===== config.mk =====
export PLATFORM = sky130hd
export DESIGN_NAME = lut6_cfg_writer
export DESIGN_NICKNAME = d
export VERILOG_FILES = /design/src/rtl/lut6_cfg_pkg.sv /design/src/rtl/lut6_cfg_shift.sv /design/src/rtl/lut6_cfg_writer.sv
export SDC_FILE = /design/constraint.sdc
export NUM_CORES = 1
export LEC_CHECK = 0
export BUFFER_PORTS_ARGS = -buffer_cell sky130_fd_sc_hd__buf_2
export CORE_MARGIN = 4
export CORE_UTILIZATION = 58
export DETAILED_ROUTE_END_ITERATION = 12
export PLACE_DENSITY_LB_ADDON = 0.08
export SYNTH_ARGS = -nofsm -noshare
export SYNTH_HDL_FRONTEND = slang
export SYNTH_SLANG_ARGS = --single-unit

===== constraint.sdc =====
create_clock -name clk -period 1.8 [get_ports clk]
set_input_delay 0 -clock clk [delete_from_list [all_inputs] [get_ports clk]]
set_output_delay 0 -clock clk [all_outputs]
set_load 0.01 [all_outputs]

===== src/rtl/lut6_cfg_pkg.sv =====
// Shared types and constants for the LUT6 configuration writer.
package lut6_cfg_pkg;

  localparam int LUT_BITS = 64;
  localparam int ADDR_W   = 6;

  typedef enum logic [1:0] {
    IDLE   = 2'd0,
    SHIFT  = 2'd1,
    COMMIT = 2'd2
  } state_t;

  function automatic int clog2(input int n);
    int r;
    r = 0;
    while ((1 << r) < n) r++;
    return r;
  endfunction

  // A single table still needs a one-bit select port.
  function automatic int sel_width(input int n);
    return (clog2(n) < 1) ? 1 : clog2(n);
  endfunction

endpackage


===== src/rtl/lut6_cfg_shift.sv =====
// Shadow shift register and bit counter for one serial table frame.
// The shadow is only copied into a table on commit, so partial frames never
// reach the read port.
module lut6_cfg_shift
  import lut6_cfg_pkg::*;
(
  input  logic                clk,
  input  logic                rstn,
  input  logic                shift_en,
  input  logic                clear,
  input  logic                sdi,
  output logic [LUT_BITS-1:0] shadow,
  output logic                last
);

  logic [ADDR_W-1:0] cnt;

  // Shift MSB-first data in and count accepted bits; clear restarts the count.
  always_ff @(posedge clk or negedge rstn) begin
    if (!rstn) begin
      shadow <= '0;
      cnt    <= '0;
    end else if (clear) begin
      cnt <= '0;
    end else if (shift_en) begin
      shadow <= {shadow[LUT_BITS-2:0], sdi};
      cnt    <= cnt + ADDR_W'(1);
    end
  end

  assign last = shift_en && (cnt == ADDR_W'(LUT_BITS - 1));

endmodule


===== src/rtl/lut6_cfg_writer.sv =====
// Configuration writer for NUM_LUTS 64-bit LUT6 truth tables: serial frame
// load with atomic commit, direct single-bit writes, and a combinational
// LUT6-style read port.
//
//   state  | meaning
//   IDLE   | waiting for START; serial input not accepted
//   SHIFT  | accepting 64 bits into the shadow register; ABORT drops the frame
//   COMMIT | one cycle; shadow copied into the selected table at the exit edge
module lut6_cfg_writer
  import lut6_cfg_pkg::*;
#(
  parameter int                  NUM_LUTS = 4,
  parameter int                  SELW     = sel_width(NUM_LUTS),
  parameter logic [LUT_BITS-1:0] INIT_VAL = '0
) (
  input  logic              clk,
  input  logic              rstn,
  input  logic              start,
  input  logic [SELW-1:0]   sel,
  input  logic              sdi,
  input  logic              svalid,
  output logic              sready,
  input  logic              abort,
  output logic              busy,
  output logic              done,
  output logic              err,
  input  logic              we,
  input  logic [SELW-1:0]   wsel,
  input  logic [ADDR_W-1:0] wad,
  input  logic              wd,
  input  logic [SELW-1:0]   rsel,
  input  logic [ADDR_W-1:0] rad,
  output logic              z
);

  state_t              state_q, state_d;
  logic [SELW-1:0]     sel_q;
  logic                sel_ok;
  logic                clear, commit, err_d;
  logic                shift_en, last;
  logic [LUT_BITS-1:0] shadow;
  logic [LUT_BITS-1:0] tbl [NUM_LUTS];

  assign sel_ok   = int'(sel) < NUM_LUTS;
  assign sready   = (state_q == SHIFT);
  assign busy     = (state_q != IDLE);
  // ABORT takes priority over a handshake in the same cycle.
  assign shift_en = (state_q == SHIFT) && svalid && !abort;

  lut6_cfg_shift u_shift (
    .clk      (clk),
    .rstn     (rstn),
    .shift_en (shift_en),
    .clear    (clear),
    .sdi      (sdi),
    .shadow   (shadow),
    .last     (last)
  );

  // State, captured table select and the one-cycle status pulses.
  always_ff @(posedge clk or negedge rstn) begin
    if (!rstn) begin
      state_q <= IDLE;
      sel_q   <= '0;
      done    <= 1'b0;
      err     <= 1'b0;
    end else begin
      state_q <= state_d;
      done    <= commit;
      err     <= err_d;
      if (clear) sel_q <= sel;
    end
  end

  // Next-state and frame control decode.
  always_comb begin
    state_d = state_q;
    clear   = 1'b0;
    commit  = 1'b0;
    err_d   = 1'b0;
    case (state_q)
      IDLE: begin
        if (start) begin
          if (sel_ok) begin
            state_d = SHIFT;
            clear   = 1'b1;
          end else begin
            err_d = 1'b1;
          end
        end
      end
      SHIFT: begin
        if (abort)     state_d = IDLE;
        else if (last) state_d = COMMIT;
      end
      COMMIT: begin
        commit  = 1'b1;
        state_d = IDLE;
      end
      default: state_d = IDLE;
    endcase
  end

  // Table array: a commit to a table overrides a direct write to the same table.
  always_ff @(posedge clk or negedge rstn) begin
    if (!rstn) begin
      for (int i = 0; i < NUM_LUTS; i++) tbl[i] <= INIT_VAL;
    end else begin
      for (int i = 0; i < NUM_LUTS; i++) begin
        if (commit && (sel_q == SELW'(i)))   tbl[i]      <= shadow;
        else if (we && (wsel == SELW'(i)))   tbl[i][wad] <= wd;
      end
    end
  end

  // Read mux; selects with no backing table read as 0.
  always_comb begin
    z = 1'b0;
    for (int i = 0; i < NUM_LUTS; i++) begin
      if (rsel == SELW'(i)) z = tbl[i][rad];
    end
  end

endmodule


# Yosys cells after proc, flatten, opt, wreduce, memory -nomap -nowiden
# Index checks and enable logic that the tools add are counted.
# classes
add_sub_neg,1
magnitude_cmp,3
eq_ne,14
mux,35
bitwise,1
reduce_logical,25
# ops
cell,count
2-to-1 mux 64 bit,8
bitwise mux 64 bit,4
binary-select mux 1 bit (select 6 bit),4
== test 2 bit (second input constant),7
< comparator 6 x 7 -> 1 bit (second input constant),2
logical AND 1 bit,12
2-to-1 mux 1 bit,12
2-to-1 mux 6 bit,2
nonzero test 2 bit,6
== test 2 x 1 -> 1 bit (second input constant),4
zero test 2 bit,4
adder 6 x 1 -> 6 bit (second input constant),1
demux 1 bit (select 6 bit),1
== test 6 bit (second input constant),1
greater-or-equal comparator 6 x 1 -> 1 bit (second input constant),1
2-to-1 mux 2 bit,3
one-hot mux 2 bit (2 select lines),1
AND reduction 2 bit,2
!= test 3 x 1 -> 1 bit (second input constant),1
!= test 2 bit (second input constant),1
zero test 1 bit,1
NOT 1 bit,1
# word_totals
ff_bits,331
inputBits,26
out_inout_bits,5
word_cells,88

# Logic depth before layout (Yosys ltp)
# depth
ltp_word,7
depth_mapped,10
mapped_depth_nobuf,6

# By module
# A second synthesis with hierarchy kept.
# hier_totals
hier_cells,1929
hier_area_um2,18664.2
# by_module_without_submodules
mod,instances,cells_each,area_each_um2,seq_area_each_um2
lut6_cfg_writer,1,1765,15675.0,6531.3
lut6_cfg_shift,1,164,2989.1,1751.7

# Worst setup path after synthesis
# Ideal clock, no wire load.
# synth_timing
path_type,register to register
start,register state_q[0]
end,register tbl[121] (netlist name)
setup_ps,83
arrival_ps,1682
required_ps,1717
slack_ps,36
path_stages_with_launch,9
n_path_buf,3
period_less_slack_ps,1764
cell_sequence,dfrtp_1 > and2b_1 > nand2_1 > nor2_1 > clkbuf_1 > clkbuf_1 > clkbuf_1 > nand2_1 > o21ai_0
# synth_between
elab_chain_cells,4
elab_cells_between_ends,5
classes_between,eq/ne: 1; mux: 2; reduce/logical: 2
# synth_lines
element,line,rtl
start: declaration,lut6_cfg_writer.sv:36,"state_t state_q, state_d;"
start signal: assignment,lut6_cfg_writer.sv:68,state_q <= state_d;
== test 2 bit *,lut6_cfg_writer.sv:81,case (state_q)
2-to-1 mux 1 bit *,lut6_cfg_writer.sv:81,
net commit,lut6_cfg_writer.sv:39,"logic clear, commit, err_d;"
logical AND 1 bit *,lut6_cfg_writer.sv:110,if (commit && (sel_q == SELW'(i))) tbl[i] <= shadow;
2-to-1 mux 64 bit / nonzero test 2 bit (equally long branches),--,
end signal: indexed assignment,lut6_cfg_writer.sv:110,
end signal: indexed assignment,lut6_cfg_writer.sv:111,else if (we && (wsel == SELW'(i))) tbl[i][wad] <= wd;
end: declaration,lut6_cfg_writer.sv:42,logic [LUT_BITS-1:0] tbl [NUM_LUTS];
# The timed path passes the listed nets; every way through them passes the cells marked *.
# A chain may end at the register's enable or synchronous reset.

# Worst setup path after layout
# layout_timing
start,register tbl[211] (netlist name)
end,output z
# layout_between
elab_chain_cells,6
# layout_lines
element,line,rtl
binary-select mux 1 bit (select 6 bit),lut6_cfg_writer.sv:120,if (rsel == SELW'(i)) z = tbl[i][rad];
2-to-1 mux 1 bit (implied by the code),lut6_cfg_writer.sv:120,
2-to-1 mux 1 bit (4 in series),lut6_cfg_writer.sv:120,
end: declaration,lut6_cfg_writer.sv:33,output logic z
# Every way passes these cells. The select of a mux whose other input is x is not followed.

==> summary.md <==
| Metric | Value |
|---|---|
| Result of the run | `finished, violations left` |
| Failing checks | `negative setup slack` |
| Post-route clock period utilization | `136.8%` |
| Final-report hold violation count | `0` |
| Power Density | `853.8 nW/um^2` |
| Final standard cell utilization of the core | `66.65%` |
| Capturing element type of the critical path | `output pin` |
| Seq/Total Area, Yosys | `44.92%` |
| Launching point of the worst reg2reg path | `state_q[0]` |
| Post-synthesis instance area | `18440 um^2` |
| Setup slack at placement | `-0.4540 ns` |
| Clock network latency to the later pin of the worst-skew pair | `0.55 ns` |
| Effective utilization at floorplan | `58.58%` |
| Sum of routed wire length over all layers | `56500 um` |
| Detailed-routing iteration count for the pre-antenna-repair pass | `6` |
| Final count of pins violating max slew | `0` |
| Setup-violating endpoint count in the final report | `1` |
| Final HPWL from detailed placement | `37160 um` |
| Number of synthesized flops with an enable pin | `0` |
| Maximum number of pins on one net before global-route repair | `73` |
| Detail-routed net length per standard cell | `22.39 um` |
| Maximum achievable frequency | `406.2 MHz` |
| Fraction of final layout cells with drive strength greater than 1 | `12.31%` |
| Type of the most critical hold path | `input port to async pin` |
| Count of yosys warnings during synthesis | `0` |
| # Max-Cap Violations | `0` |
| Required @ worst endpoint | `1.80 ns` |
| Wire length of the first global-routing pass | `90330 um` |
| Clock tree from TritonCTS | `built` |
| TritonCTS Sinks | `331` |
| Post-route total power | `17.91 mW` |
| Worst EP arrival | `2.46 ns` |
| DRC violations left | `0` |
| Slowest cell on the critical path | `mux4_2` |
| Cell breakdown of the critical path | `mux4_2 -> or2_4 -> a211oi_2 -> a2111oi_2 -> nand3_1 -> nand4_1 -> buf_2` |
| Most common cell after layout, fill and taps aside | `nand2_1` |
| Number of antenna cells inserted | `0` |
| Most instantiated flip-flop cell in the synthesis netlist | `dfrtp_1` |
| Via count | `15830` |
| Post-detailed-route via-to-cell ratio | `6.273` |
| Slowest stage delay, CP | `0.50 ns` |
| Slew of the pin with the lowest slew margin | `0.7090 ns` |
| Peak supply drop | `0.0009596 V` |
| RSZ-0062 raised after global routing | `true` |
| Leakage power figure | `8.052 nW` |
| Average cell area after synthesis | `8.878 um^2` |
| Fillers | `2503` |
| Headroom to the max-slew limit | `52.73%` |
| All-Layer GR Usage | `32.42%` |
| Quantity of I/O buffers inserted on ports | `29` |
| Seq cells post-synth | `331` |
| Largest driver fanout on the critical path | `2` |
| CTS clk-pin slew, worst paths | `0.06 ns` |
| Placement Rows | `65` |
| R2R cell count | `5` |
| Async set or reset register ratio after synthesis | `100.0%` |
| Number of cells produced by synthesis | `2077` |
| Reg2Reg Capture Point | `tbl[155]` |
| Flop-to-flop setup slack | `0.13 ns` |
| Weighted congestion reported at the end of routability-driven placement | `0.9525` |
| Number of global-route vias before repair | `15490` |
| Clock tree root driver cell | `clkbuf_16` |
| Total Nets Final | `2121` |
| Shortest period the worst path allows | `2.462 ns` |
| X dimension of the die | `186.3 um` |
| Die Area | `34710 um^2` |
| Most used cells in the layout excluding fill and tap cells | `nand2_1, dfrtp_1, mux2i_1` |
| Post-Route Skew | `0.02491 ns` |
| Critical path startpoint category | `flop` |
| H-tree depth | `2` |
| Starting DRT DRC Count | `1492` |
| Overflow after GRT | `0` |
| Number of buffers created by CTS | `38` |
| CP Class | `flop to output pin` |
| I/O pin count | `31` |
| Final worst-path setup slack | `-0.6620 ns` |
| Post-synth net total | `2104` |
| Core area | `31470 um^2` |
| Area growth syn-to-layout | `13.77%` |
| Max clock buf depth | `3` |
| Die span in y | `186.3 um` |
| Unique masters post-synth | `56` |
| Number of antenna violations at the first check in global routing | `1` |
| Post-route ant nets | `0` |
[routing by layer]
layer | vias up | share of wire (%) | wire length, um | global-route usage (%)
met5 | - | 0.027 | 15 | 0
met2 | 780 | 45 | 25210 | 49.44
met3 | 147 | 9.0 | 5090 | 6.640
met1 | 7722 | 43 | 24120 | 47.00
li1 | 7175 | - | - | -
met4 | 2 | 3.6 | 2059 | 10.72
[kinds of logic after synthesis]
logic type	Yosys count	share of synthesized area [%]
adder cells (fa/ha/maj)	1	0.06785
flip-flops	331	44.92
AND/OR/NAND/NOR	888	19.54
buffers and inverters	174	4.431
XOR/XNOR	3	0.1425
other	1	0.02034
AO/OA/AOI/OAI	360	11.05
multiplexers	319	19.83
[worst max-delay path by stage]
stage               start  endpoint  slack [ns]  cells after the start
2_1_floorplan  state_q[0]  tbl[121]        0.04                      8
3_3_place_gp       rad[1]         z       -0.44                      9
3_5_place_dp       rad[1]         z       -0.45                      9
4_1_cts           tbl[80]         z       -0.66                      7
5_1_grt          tbl[180]         z       -0.75                      7
6_report         tbl[211]         z       -0.66                      7
[final cells by class]
cell class	count	area, um^2	share of cell area [%]
Sequential cell	331	8283	39.48
Tap cell	402	503.0	2.398
Clock inverter	11	136.4	0.6501
Clock buffer	56	1140	5.434
Timing Repair Buffer	148	1435	6.841
Inverter	3	11.26	0.05368
Multi-Input combinational cell	1572	9469	45.14
[sequential cells by signal (all words and copies together), names as in the netlist]
signal,cells
sel_q,2
u_shift.cnt,6
state_q,2
done,1
tbl,256
u_shift.shadow,64
[stage by stage]
stage          hold slack [ns]  instance area (um^2)  cells  setup TNS, ns
2_1_floorplan          -0.2956                 18440   2077              0
6_report               0.02216                 20980   2523        -0.6620
5_1_grt                0.05024                 20980   2523        -0.7451
4_1_cts                0.02821                 20930   2522        -0.6648
3_3_place_gp        0.00001613                 19540   2448        -0.4407
3_5_place_dp          0.005374                 19540   2448        -0.4540
[critical path: cells and delay by family, from the launching register on]
family	cells	cell delay, ns
and+or+nand+nor	3	0.53
muxes	1	0.50
DFF	1	0.40
AOI/OAI and AO/OA	2	0.28
buffers and inverters	1	0.21
[Yosys cell counts (5+ instances only)]
cell type	count	area [um^2]
a21oi_1	37	185.2
a221oi_1	19	166.4
a22oi_1	5	37.54
a31oi_1	35	219.0
buf_1	15	56.30
buf_12	5	100.1
buf_2	18	90.09
clkbuf_1	125	469.2
dfrtp_1	331	8283
mux2i_1	284	2843
mux4_1	13	341.6
mux4_2	20	450.4
nand2_1	517	1941
nand2b_1	7	43.79
nand3_1	10	50.05
nand4_1	38	237.7
nor2_1	266	998.5
nor3_1	11	55.05
nor3b_1	7	52.55
o211ai_1	5	37.54
o21ai_0	233	1166
or2_2	6	37.54
[report_power, final]
part	internal, mW	leakage, nW	total, mW	switching [mW]
Combinational	0.683	4.07	1.80	1.12
Clock	4.69	0.629	7.91	3.22
Sequential	7.82	3.36	8.20	0.373
[timing repair]
item	CTS	global route
setup buffers	0	1
resized for setup	17	9
endpoints found under the hold margin	381	0
pin swaps	6	5
hold buffers	8	0
setup endpoints to repair	1	48
(Power assumes the default switching activity.)
